===== src/rtl/instr_sequencer_if.sv =====
// Program-memory fetch channel and datapath control bundle of the instruction sequencer.
// The master side is the sequencer; the slave side is program memory plus the GPR datapath.
interface instr_sequencer_if #(
    parameter int ADDR_W = 8
);
    logic              imem_req;
    logic [ADDR_W-1:0] imem_addr;
    logic [31:0]       imem_rdata;
    logic              imem_valid;
    logic [31:0]       ir;
    logic              exec_busy;
    logic              gpr_wr_en;
    logic              halted;
    logic              illegal_op;
    logic [15:0]       retired;

    modport master (
        output imem_req, imem_addr, ir, exec_busy, gpr_wr_en, halted, illegal_op, retired,
        input  imem_rdata, imem_valid
    );

    modport slave (
        input  imem_req, imem_addr, ir, exec_busy, gpr_wr_en, halted, illegal_op, retired,
        output imem_rdata, imem_valid
    );
endinterface


===== src/rtl/instr_sequencer.sv =====
// Multi-cycle fetch/decode/execute controller for the 16-bit GPR datapath.
// Fetches one 32-bit word at a time into IR and strobes the register write once per instruction.
module instr_sequencer #(
    parameter int         ADDR_W     = 8,
    parameter int         MUL_CYCLES = 3,
    parameter logic [4:0] HALT_OP    = 5'b11111
) (
    input  logic              clk,
    input  logic              sys_rst,
    input  logic              start,
    instr_sequencer_if.master bus
);
    localparam logic [4:0] OP_MUL      = 5'b00100;
    localparam logic [4:0] OP_LAST_DEF = 5'b00100;
    localparam logic [3:0] MUL_LAST    = 4'(MUL_CYCLES - 1);

    typedef enum logic [2:0] {
        S_IDLE,
        S_FETCH,
        S_WAIT,
        S_DECODE,
        S_EXEC,
        S_HALT
    } state_t;

    state_t            state, state_n;
    logic [ADDR_W-1:0] pc;
    logic [31:0]       ir;
    logic [3:0]        cnt;
    logic [15:0]       retired;
    logic              illegal;
    logic [4:0]        opcode;

    logic req, busy, wr, halt_flag;
    logic pc_clear, pc_inc, ir_load, cnt_load, cnt_dec, ill_set, stats_clear;

    function automatic logic op_is_defined(input logic [4:0] op);
        return (op <= OP_LAST_DEF);
    endfunction

    // Remaining EXEC cycles after the first one.
    function automatic logic [3:0] exec_last(input logic [4:0] op);
        return (op == OP_MUL) ? MUL_LAST : 4'd0;
    endfunction

    assign opcode = ir[31:27];

    always_ff @(posedge clk) begin
        if (sys_rst) begin
            state <= S_IDLE;
        end else begin
            state <= state_n;
        end
    end

    always_comb begin
        state_n     = state;
        req         = 1'b0;
        busy        = 1'b0;
        wr          = 1'b0;
        halt_flag   = 1'b0;
        pc_clear    = 1'b0;
        pc_inc      = 1'b0;
        ir_load     = 1'b0;
        cnt_load    = 1'b0;
        cnt_dec     = 1'b0;
        ill_set     = 1'b0;
        stats_clear = 1'b0;
        unique case (state)
            S_IDLE: begin
                if (start) begin
                    pc_clear = 1'b1;
                    state_n  = S_FETCH;
                end
            end
            S_FETCH: begin
                req     = 1'b1;
                state_n = S_WAIT;
            end
            S_WAIT: begin
                if (bus.imem_valid) begin
                    ir_load = 1'b1;
                    state_n = S_DECODE;
                end
            end
            S_DECODE: begin
                // HALT_OP is checked first so it wins even if it overlaps a defined opcode.
                if (opcode == HALT_OP) begin
                    state_n = S_HALT;
                end else if (!op_is_defined(opcode)) begin
                    ill_set = 1'b1;
                    state_n = S_HALT;
                end else begin
                    cnt_load = 1'b1;
                    state_n  = S_EXEC;
                end
            end
            S_EXEC: begin
                busy = 1'b1;
                if (cnt != 4'd0) begin
                    cnt_dec = 1'b1;
                end else begin
                    wr      = 1'b1;
                    pc_inc  = 1'b1;
                    state_n = S_FETCH;
                end
            end
            S_HALT: begin
                halt_flag = 1'b1;
                if (start) begin
                    pc_clear    = 1'b1;
                    stats_clear = 1'b1;
                    state_n     = S_FETCH;
                end
            end
            default: begin
                state_n = S_IDLE;
            end
        endcase
    end

    always_ff @(posedge clk) begin
        if (sys_rst) begin
            pc      <= '0;
            ir      <= '0;
            cnt     <= '0;
            retired <= '0;
            illegal <= 1'b0;
        end else begin
            if (pc_clear) begin
                pc <= '0;
            end else if (pc_inc) begin
                pc <= pc + ADDR_W'(1);
            end
            if (ir_load) begin
                ir <= bus.imem_rdata;
            end
            if (cnt_load) begin
                cnt <= exec_last(opcode);
            end else if (cnt_dec) begin
                cnt <= cnt - 4'd1;
            end
            if (stats_clear) begin
                retired <= '0;
                illegal <= 1'b0;
            end else begin
                if (wr) begin
                    retired <= retired + 16'd1;
                end
                if (ill_set) begin
                    illegal <= 1'b1;
                end
            end
        end
    end

    assign bus.imem_req   = req;
    assign bus.imem_addr  = pc;
    assign bus.ir         = ir;
    assign bus.exec_busy  = busy;
    assign bus.gpr_wr_en  = wr;
    assign bus.halted     = halt_flag;
    assign bus.illegal_op = illegal;
    assign bus.retired    = retired;
endmodule


===== src/flat_wrapper.sv =====
// flat-port wrapper written by rule: the top's interface ports become plain ports
module instr_sequencer_flat 
#(
    parameter int         ADDR_W     = 8,
    parameter int         MUL_CYCLES = 3,
    parameter logic [4:0] HALT_OP    = 5'b11111
)
  (clk, sys_rst, start, bus_imem_req, bus_imem_addr, bus_ir, bus_exec_busy, bus_gpr_wr_en, bus_halted, bus_illegal_op, bus_retired, bus_imem_rdata, bus_imem_valid);
  instr_sequencer_if #(.ADDR_W(ADDR_W)) bus_i ();
  input  logic clk;
  input  logic sys_rst;
  input  logic start;
  output wire logic [$bits(bus_i.imem_req)-1:0] bus_imem_req;
  output wire logic [$bits(bus_i.imem_addr)-1:0] bus_imem_addr;
  output wire logic [$bits(bus_i.ir)-1:0] bus_ir;
  output wire logic [$bits(bus_i.exec_busy)-1:0] bus_exec_busy;
  output wire logic [$bits(bus_i.gpr_wr_en)-1:0] bus_gpr_wr_en;
  output wire logic [$bits(bus_i.halted)-1:0] bus_halted;
  output wire logic [$bits(bus_i.illegal_op)-1:0] bus_illegal_op;
  output wire logic [$bits(bus_i.retired)-1:0] bus_retired;
  input wire logic [$bits(bus_i.imem_rdata)-1:0] bus_imem_rdata;
  input wire logic [$bits(bus_i.imem_valid)-1:0] bus_imem_valid;
  assign bus_imem_req = bus_i.imem_req;
  assign bus_imem_addr = bus_i.imem_addr;
  assign bus_ir = bus_i.ir;
  assign bus_exec_busy = bus_i.exec_busy;
  assign bus_gpr_wr_en = bus_i.gpr_wr_en;
  assign bus_halted = bus_i.halted;
  assign bus_illegal_op = bus_i.illegal_op;
  assign bus_retired = bus_i.retired;
  assign bus_i.imem_rdata = bus_imem_rdata;
  assign bus_i.imem_valid = bus_imem_valid;
  instr_sequencer #(.ADDR_W(ADDR_W), .MUL_CYCLES(MUL_CYCLES), .HALT_OP(HALT_OP)) u_core (.clk(clk), .sys_rst(sys_rst), .start(start), .bus(bus_i));
endmodule

===== config.mk =====
export PLATFORM = sky130hd
export DESIGN_NAME = instr_sequencer_flat
export DESIGN_NICKNAME = d
export VERILOG_FILES = /design/src/rtl/instr_sequencer_if.sv /design/src/rtl/instr_sequencer.sv /design/src/flat_wrapper.sv
export SDC_FILE = /design/constraint.sdc
export NUM_CORES = 1
export LEC_CHECK = 0
export ABC_AREA = 0
export CAP_MARGIN = 20
export CORE_ASPECT_RATIO = 0.75
export CORE_MARGIN = 10
export CORE_UTILIZATION = 30
export CTS_CLUSTER_SIZE = 28
export DETAILED_ROUTE_END_ITERATION = 7
export DONT_BUFFER_PORTS = 1
export HOLD_SLACK_MARGIN = 0.02
export PLACE_DENSITY = 0.49
export SETUP_SLACK_MARGIN = 0.05
export SYNTH_ARGS = -nofsm -noshare
export SYNTH_HDL_FRONTEND = slang
export SYNTH_SLANG_ARGS = --single-unit

===== constraint.sdc =====
create_clock -name clk -period 1.8 [get_ports clk]
set_input_delay 0.36 -clock clk [delete_from_list [all_inputs] [get_ports clk]]
set_output_delay 0.36 -clock clk [all_outputs]
set_load 0.05 [all_outputs]

# --- Word level (Yosys, flattened, before mapping) ---
# Index checks and enable logic that the tools add are counted.
word_totals:
  reg_bits: 64
  in_bits: 36
  out_inout_bits: 61
  wordCells: 54
op_classes:
  n_addsub: 3
  order_cmp: 1
  n_eq_ne: 10
  muxes: 27
  reduce_logical: 7
op_table:
  columns: ["op", "n"]
  rows:
  - ["$mux W1", 19]
  - ["$add A16 B1 Y16 const B", 1]
  - ["$pmux W3 S5", 1]
  - ["$mux W3", 4]
  - ["$add A8 B1 Y8 const B", 1]
  - ["$mux W4", 2]
  - ["$eq A3 B2 Y1 const B", 2]
  - ["$eq A3 B3 Y1 const B", 2]
  - ["$reduce_or A2 Y1", 3]
  - ["$eq A5 B3 Y1 const B", 1]
  - ["$eq A5 B5 Y1 const B", 1]
  - ["$le A5 B3 Y1 const B", 1]
  - ["$ne A2 B2 Y1 const B", 2]
  - ["$reduce_bool A4 Y1", 1]
  - ["$sub A4 B1 Y4 const B", 1]
  - ["$eq A3 B1 Y1 const B", 1]
  - ["$logic_not A3 Y1", 1]
  - ["$reduce_and A3 Y1", 1]
  - ["$mux W2", 1]
  - ["$ne A2 B1 Y1 const B", 1]
  - ["$reduce_bool A2 Y1", 1]

# --- Longest topological paths before layout ---
# Gate-level depths: netlist of the first run.
logic_depth:
  word_depth: 5
  depth_mapped: 7
  depth_no_buf: 6

# --- Worst setup path before layout of the first run ---
# No wires, ideal clock.
synth_timing:
  kind: "flip-flop to output port"
  startpoint: "register u_core.state[0]"
  endpoint: "output bus_imem_req"
  arrival_ns: 1.677
  required_ns: 1.440
  path_slack_ns: -0.237
  path_stages_with_launch: 3
  path_buffers: 1
  cell_sequence: "dfxtp_1 > buf_2 > nor3b_1"
synth_between:
  elab_chain_len: 2
synth_lines:
  columns: ["item", "line_no", "text"]
  rows:
  - ["start: declaration", "instr_sequencer.sv:26", "state_t state, state_n;"]
  - ["start signal: assignment", "instr_sequencer.sv:52", "state <= state_n;"]
  - ["$eq A3 B1 Y1", "instr_sequencer.sv:69", "unique case (state)"]
  - ["$mux W1", "instr_sequencer.sv:69", null]
  - ["end: declaration", "flat_wrapper.sv:13", "output wire logic [$bits(bus_i.imem_req)-1:0] bus_imem_req;"]
# No other way between the ends.

# --- Worst setup path in the final report of the first run ---
layout_timing:
  startpoint: "register u_core.state[1]"
  endpoint: "output bus_gpr_wr_en"
layout_between:
  elab_chain_len: 2
layout_lines:
  columns: ["item", "line_no", "text"]
  rows:
  - ["$eq A3 B3 Y1", "instr_sequencer.sv:69", null]
  - ["$mux W1", "instr_sequencer.sv:69", null]
  - ["end: declaration", "flat_wrapper.sv:17", "output wire logic [$bits(bus_i.gpr_wr_en)-1:0] bus_gpr_wr_en;"]
# No other way between the ends.

==> results of run 1 <==
## cells in the mapped netlist (5+ instances only)
cell / number
dfxtp_1: 64
o31ai_1: 7
or3_1: 5
or4_1: 6
o21ai_0: 7
nand2_1: 70
nand3_1: 10
clkbuf_1: 14
a21oi_1: 45
nor2_1: 20
inv_1: 7
xor2_1: 13
nand4_1: 10
## cell families after synthesis
family | count (synthesis) | share of synthesized area (%)
compound gates | 66 | 13.5
xor+xnor | 16 | 5.16
fa+ha+maj | 3 | 1.38
buf+inv | 26 | 4.29
flops | 64 | 47.2
mux | 1 | 0.415
simple gates | 150 | 28.1
## worst max-delay path by stage
stage                            startpoint                                  end  slack [ns]  cells past startpoint
2_1_floorplan    u_core.cnt[0]$_SDFFE_PP0P_                        bus_gpr_wr_en        0.05                      5
3_3_place_gp   u_core.state[2]$_SDFFE_PP0P_  u_core.bus.retired[13]$_SDFFE_PP0P_        0.11                      5
3_5_place_dp   u_core.state[2]$_SDFFE_PP0P_  u_core.bus.retired[13]$_SDFFE_PP0P_        0.08                      5
4_1_cts        u_core.state[0]$_SDFFE_PP0P_                        bus_gpr_wr_en       0.008                      4
5_1_grt        u_core.state[1]$_SDFFE_PP0P_                        bus_gpr_wr_en       -0.02                      4
6_report       u_core.state[1]$_SDFFE_PP0P_                        bus_gpr_wr_en        0.04                      4
## stage by stage
step                util, %  setup WS (ns)  hold WS [ns]  TNS, ns
finish                 42.2         0.0381        0.0962        0
floorplan                 -         0.0518         0.496        0
CTS                    41.1        0.00792        0.0791        0
detailed placement     36.1         0.0821         0.436        0
global placement       36.1          0.107         0.434        0
global route           42.2        -0.0200        0.0736  -0.0276
## sequential cells by signal, summed over array words and instances (netlist names)
name and cells:
u_core.bus.illegal_op 1, u_core.bus.imem_addr 8, u_core.cnt 4, u_core.bus.ir 32, u_core.bus.retired 16, u_core.state 3
## worst register-to-register path, delay by kind of cell (launching register included)
kind | cells | cell delay, ns
compound gates | 1 | 0.14
simple gates | 3 | 1.01
flops | 1 | 0.32
buf+inv | 2 | 0.21
## layout make-up
| cell class | count | share of cell area (%) |
|---|---|---|
| multi-input cells | 236 | 38.7 |
| clock buffers | 9 | 6.18 |
| flip-flops and latches | 64 | 35.6 |
| well taps | 108 | 3.71 |
| clock inverters | 7 | 3.26 |
| inverters | 8 | 1.06 |
| repair buffers | 53 | 11.5 |
## repair_timing
action,4_1_cts,5_1_grt
pin swaps,2,13
endpoints found under the setup margin,2,12
setup buffers,8,3
resized for setup,7,23
## power groups by stage
| stage | Sequential, W | Combinational (W) | Clock (W) |
|---|---|---|---|
| 2_1_floorplan | 0.00185 | 0.000468 | 0 |
| 3_3_place_gp | 0.00182 | 0.000665 | 0 |
| 3_5_place_dp | 0.00182 | 0.000676 | 0 |
| 4_1_cts | 0.00179 | 0.000697 | 0.00206 |
| 5_1_grt | 0.00180 | 0.000771 | 0.00212 |
| 6_report | 0.00179 | 0.000700 | 0.00200 |
## per-layer routing
layer | GRT usage [%] | up-vias | part of all wire [%]
met4 | 3.45 | 0 | 1.1
li1 | - | 1213 | -
met3 | 7.09 | 10 | 11
met5 | 0 | - | 0
met1 | 13.8 | 1068 | 43
met2 | 16.2 | 65 | 45
==> impl_metrics.csv, run 1 <==
group,metric,value,unit
synthesis,syn_area_per_cell,8.33,um^2
pwr,p_sw,0.00136,W
clocking,clock_latency,0.33,ns
floorplanning,die_area,13300,um^2
global_routing,grt_use_total,11.4,%
critical_path,critical_path_class,"reg -> out",
global_routing,grt_overflow,0,
synthesis,ys.warnings.count,0,
floorplanning,die_y,102,um
floorplanning,fp.coreArea,8640,um^2
sta,tightestPinTransition,0.551,ns
synthesis,synth_nets,365,
synthesis,ys_ff_latch,64,
pwr,seq_power_share,39.8,%
critical_path,crit_path_max_fanout,4,
placed_design,dpl-instance-area,3120,um^2
finish,seqCellArea,1300,um^2
routing,viasPerCell,4.86,
finish,area_delta_synth_final,34.3,%
critical_path,critPathRequiredTime,1.44,ns
placed_design,place_inst,458,
critical_path,crit_path_end_kind,"primary output",
critical_path,critPathMaxStageDelay,0.41,ns
finish,postLayoutCellArea,3650,um^2
min_path,hold_depth,1,
sta,hold_violations,0,
global_routing,grt_pass1_wl,11900,um
sta,rsz0062_at_grt,"true",
synthesis,synth_edf_count,0,
global_routing,antenna_found_initial,0,
pwr,p_leak,1.35,nW
status,outcome,"finished clean",
floorplanning,ioPinCount,97,
synthesis,synth_top_cell_by_area,"dfxtp_1",
critical_path,rr_endpoint,"u_core.bus.retired[11]$_SDFFE_PP0P_",
clocking,cts_tree,"yes",
synthesis,synth.distinct_cells,42,
finish,antenna_cells,0,
synthesis,synth_area,2720,um^2
finish,finalNonFillerCells,485,
critical_path,arrival,1.40,ns
pwr,p_per_area,1230,nW/um^2
synthesis,synth_flop_cell,"dfxtp_1",
finish,multi_input_area,1410,um^2
finish,final_common_cell,"nand2_1",
routing,first_pass_iters,4,
run,max_cap_viol_count,0,
pwr,p_comb_share,15.6,%
finish,fin_nets,411,
pwr,finalPower,0.00449,W
placed_design,place_hpwl,5570,um
critical_path,crit_buf_inv,2,
routing,drc_errors,0,
sta,fmax,568,MHz
routing,wl_per_cell,15.8,um
clocking,clkTransAtPathRegs,0.06,ns
floorplanning,fp.dieW,130,um
critical_path,r2r_slack,0.06,ns
synthesis,yosys.area.top_type_share,47.2,%
pwr,switching_share,30.3,%
min_path,hp-class,"in -> reg",
placed_design,place.gp.congestion,0.780,
synthesis,synth_cells,326,
global_routing,grt_pass1_vias,2288,
sta,final-setup-viol-count,0,
sta,slew_violations,0,
pwr,vdd_drop_max,0.000773,V
clocking,cts_max_level,3,
critical_path,crit_family,"simple AND/OR/NAND/NOR gates",
critical_path,cp-start-kind,"flop",
floorplanning,floorplan.initialDensity,31.4,%
global_routing,grt_max_degree,40,
finish,final_cell_mix,"nand2_1, buf_4, dfxtp_1, a21oi_1, nor2_1",
sta,period_minus_slack,1.76,ns
synthesis,synthArstFlopShare,0,%
critical_path,cp_cell_sequence,"or3b_4 -> clkinv_4 -> nand2_4 -> clkinvlp_4",
floorplanning,rows,29,
critical_path,crit_path_top_delay_cell,"or3b_4",
clocking,numCtsBuffers,9,
pwr,p_int,0.00313,W
sta,finalCritPeriodShare,97.9,%
synthesis,synthTopCellsByArea,"dfxtp_1, nand2_1, a21oi_1",
min_path,min_to,"u_core.bus.ir[3]$_SDFFE_PP0P_",
sta,clock-skew-final,0.00419,ns
clocking,cts_num_sinks,64,
finish,drive_gt1_share,30.2,%
min_path,min-delay-start,"sys_rst",
critical_path,reg2reg_depth,6,
clocking,root_buffer,"clkbuf_16",
routing,vias,2356,
placed_design,portBuffers,0,
clocking,hold_buffers,0,
sta,slew_headroom,63.2,%
clocking,clockBufferDepth,2,
routing,wirelength,7690,um
critical_path,reg2reg_from,"u_core.state[1]$_SDFFE_PP0P_",
synthesis,yosysSeqAreaShare,47.2,%
pwr,p_clk_share,44.6,%
routing,drtIter0Drc,92,
routing,drtAntennaViolNets,0,
finish,fillCellCount,866,
No activity file was read; power rests on OpenSTA's default activity.
==> run 2, diff against run 1 <==
--- a/config.mk
+++ b/config.mk
@@ -16,6 +16,7 @@
 export HOLD_SLACK_MARGIN = 0.02
 export PLACE_DENSITY = 0.49
 export SETUP_SLACK_MARGIN = 0.05
+export SLEW_MARGIN = 25
 export SYNTH_ARGS = -nofsm -noshare
 export SYNTH_HDL_FRONTEND = slang
 export SYNTH_SLANG_ARGS = --single-unit
==> results of run 2 <==
No change in the layout: final DEF, timing and power equal those of run 1.
==> run 3, diff against run 2 <==
--- a/config.mk
+++ b/config.mk
@@ -8,7 +8,7 @@
 export ABC_AREA = 0
 export CAP_MARGIN = 20
 export CORE_ASPECT_RATIO = 0.75
-export CORE_MARGIN = 10
+export CORE_MARGIN = 5
 export CORE_UTILIZATION = 30
 export CTS_CLUSTER_SIZE = 28
 export DETAILED_ROUTE_END_ITERATION = 7
==> impl_metrics.csv, run 3 (synthesis gave the netlist of run 1 again) <==
group,metric,value,unit
routing,drc_errors,0,
sta,rsz0062_at_grt,"true",
clocking,cts_num_sinks,64,
global_routing,grt_use_total,13.0,%
pwr,p_leak,1.29,nW
floorplanning,die_y,92.4,um
clocking,clock_latency,0.32,ns
pwr,switching_share,31.7,%
floorplanning,fp.dieW,120,um
min_path,hold_depth,1,
floorplanning,fp.coreArea,8930,um^2
finish,antenna_cells,0,
clocking,root_buffer,"clkbuf_16",
routing,drtIter0Drc,119,
run,max_cap_viol_count,0,
placed_design,dpl-instance-area,3100,um^2
finish,final_cell_mix,"nand2_1, dfxtp_1, buf_4, a21oi_1, nor2_1",
finish,fin_nets,407,
floorplanning,ioPinCount,97,
clocking,hold_buffers,0,
routing,wirelength,7070,um
global_routing,grt_util_met1,16.3,%
global_routing,grt_pass1_wl,11500,um
critical_path,rr_endpoint,"u_core.bus.retired[12]$_SDFFE_PP0P_",
critical_path,critical_path_class,"reg -> out",
global_routing,met3_usage,7.02,%
sta,fmax,562,MHz
sta,slew_headroom,54.3,%
sta,tightestPinTransition,0.685,ns
finish,drive_gt1_share,26.7,%
global_routing,gr-usage-met2,19.0,%
clocking,cts_tree,"yes",
sta,period_minus_slack,1.78,ns
status,outcome,"finished clean",
floorplanning,die_area,11100,um^2
critical_path,crit_start,"u_core.state[1]$_SDFFE_PP0P_",
pwr,p_per_area,1130,nW/um^2
finish,finish.utilization,39.5,%
finish,fillCellCount,932,
routing,wl_per_cell,14.6,um
finish,final_common_cell,"nand2_1",
critical_path,cp-start-kind,"flop",
placed_design,pre_cts_ws,0.0828,ns
sta,fin_ws,0.0207,ns
pwr,p_comb_share,17.4,%
finish,largest_register_ffs,32,
critical_path,crit_path_end_kind,"primary output",
placed_design,place_inst,459,
placed_design,place.gp.congestion,0.784,
pwr,p_int,0.00273,W
critical_path,r2r_slack,0.05,ns
global_routing,grt_overflow,0,
sta,final-setup-viol-count,0,
finish,finalNonFillerCells,483,
pwr,seq_power_share,44.8,%
placed_design,portBuffers,0,
sta,finalCritPeriodShare,98.9,%
critical_path,reg2reg_depth,6,
min_path,min-delay-start,"sys_rst",
global_routing,grt_pass1_vias,2316,
clocking,cts_max_level,3,
finish,largest-register,"u_core.bus.ir",
routing,viasPerCell,4.88,
floorplanning,rows,30,
routing,first_pass_iters,4,
routing,vias,2355,
placed_design,place_hpwl,4960,um
finish,area_delta_synth_final,29.9,%
min_path,min_to,"u_core.state[2]$_SDFFE_PP0P_",
pwr,p_sw,0.00126,W
pwr,p_clk_share,37.8,%
floorplanning,floorplan.initialDensity,30.4,%
clocking,clkTransAtPathRegs,0.05,ns
clocking,numCtsBuffers,9,
routing,drtAntennaViolNets,0,
critical_path,crit_path_max_fanout,7,
global_routing,antenna_found_initial,0,
min_path,hp-class,"in -> reg",
finish,postLayoutCellArea,3530,um^2
global_routing,grt_max_degree,40,
sta,clock-skew-final,0.00338,ns
sta,slew_violations,0,
critical_path,critPathRequiredTime,1.44,ns
critical_path,reg2reg_from,"u_core.state[1]$_SDFFE_PP0P_",
global_routing,grt-busiest-layer,"met2",
pwr,vdd_drop_max,0.000470,V
sta,hold_violations,0,
critical_path,arrival,1.42,ns
clocking,clockBufferDepth,2,
==> run 3: cell count changes in the layout (fill, tap and decap cells not counted), moves of 2 or more <==
cell / previous run / this run
clkinvlp_4: 3 / 1
bufinv_16: 3 / 0
o31ai_2: 3 / 1
clkbuf_1: 0 / 3
o31ai_1: 4 / 6
buf_4: 51 / 46
==> run 3: repair_timing <==
item	in CTS	in global routing
pin swaps	4	11
resized for setup	7	18
setup buffers	9	2
setup endpoints to repair	2	13
hold endpoints to repair	0	0
==> run 3: final cells by class <==
type | count | area [um^2] | share of cell area (%)
multi-input cells | 236 | 1400 | 39.7
well taps | 112 | 140 | 3.97
repair buffers | 49 | 392 | 11.1
inverters | 8 | 41.3 | 1.17
clock buffers | 13 | 250 | 7.09
clock inverters | 1 | 5.00 | 0.142
flip-flops and latches | 64 | 1300 | 36.8
==> run 3: worst max path at each step <==
stage	cells past startpoint	to	slack, ns
global placement	5	u_core.bus.retired[13]$_SDFFE_PP0P_	0.13
CTS	4	bus_gpr_wr_en	-0.004
global route	4	bus_gpr_wr_en	-0.03
detailed placement	5	u_core.bus.retired[13]$_SDFFE_PP0P_	0.08
finish	4	bus_gpr_wr_en	0.02
floorplan	5	bus_gpr_wr_en	0.05
==> run 3: critical path, cell delays in order, from the launching register on <==
cell and delay (ns):
dfxtp_2 0.31, or3b_4 0.43, inv_8 0.10, nand2_4 0.06, clkinvlp_4 0.20
==> run 3: power by group through the flow <==
stage          registers, W  clock network (W)  logic, W
2_1_floorplan       0.00185                  0  0.000468
3_3_place_gp        0.00181                  0  0.000660
5_1_grt             0.00180            0.00163  0.000770
3_5_place_dp        0.00182                  0  0.000669
4_1_cts             0.00179            0.00158  0.000697
6_report            0.00179            0.00151  0.000694
==> run 3: metal layers <==
layer  share of wire (%)  vias to the layer above  wire length (um)
met5                   0                        -                 0
met4                 1.8                        0               130
met3                 9.8                       14               694
met2                  43                       72              3050
met1                  45                     1061              3200
li1                    -                     1208                 -
==> run 3: stage by stage <==
step / hold WS (ns) / total power (W) / TNS [ns]
final: 0.101 / 0.00399 / 0
after global routing: 0.0829 / 0.00420 / -0.0538
after CTS: 0.0772 / 0.00406 / -0.00389
after detailed placement: 0.435 / 0.00249 / 0
after global placement: 0.432 / 0.00247 / 0
after floorplan: 0.496 / 0.00232 / 0
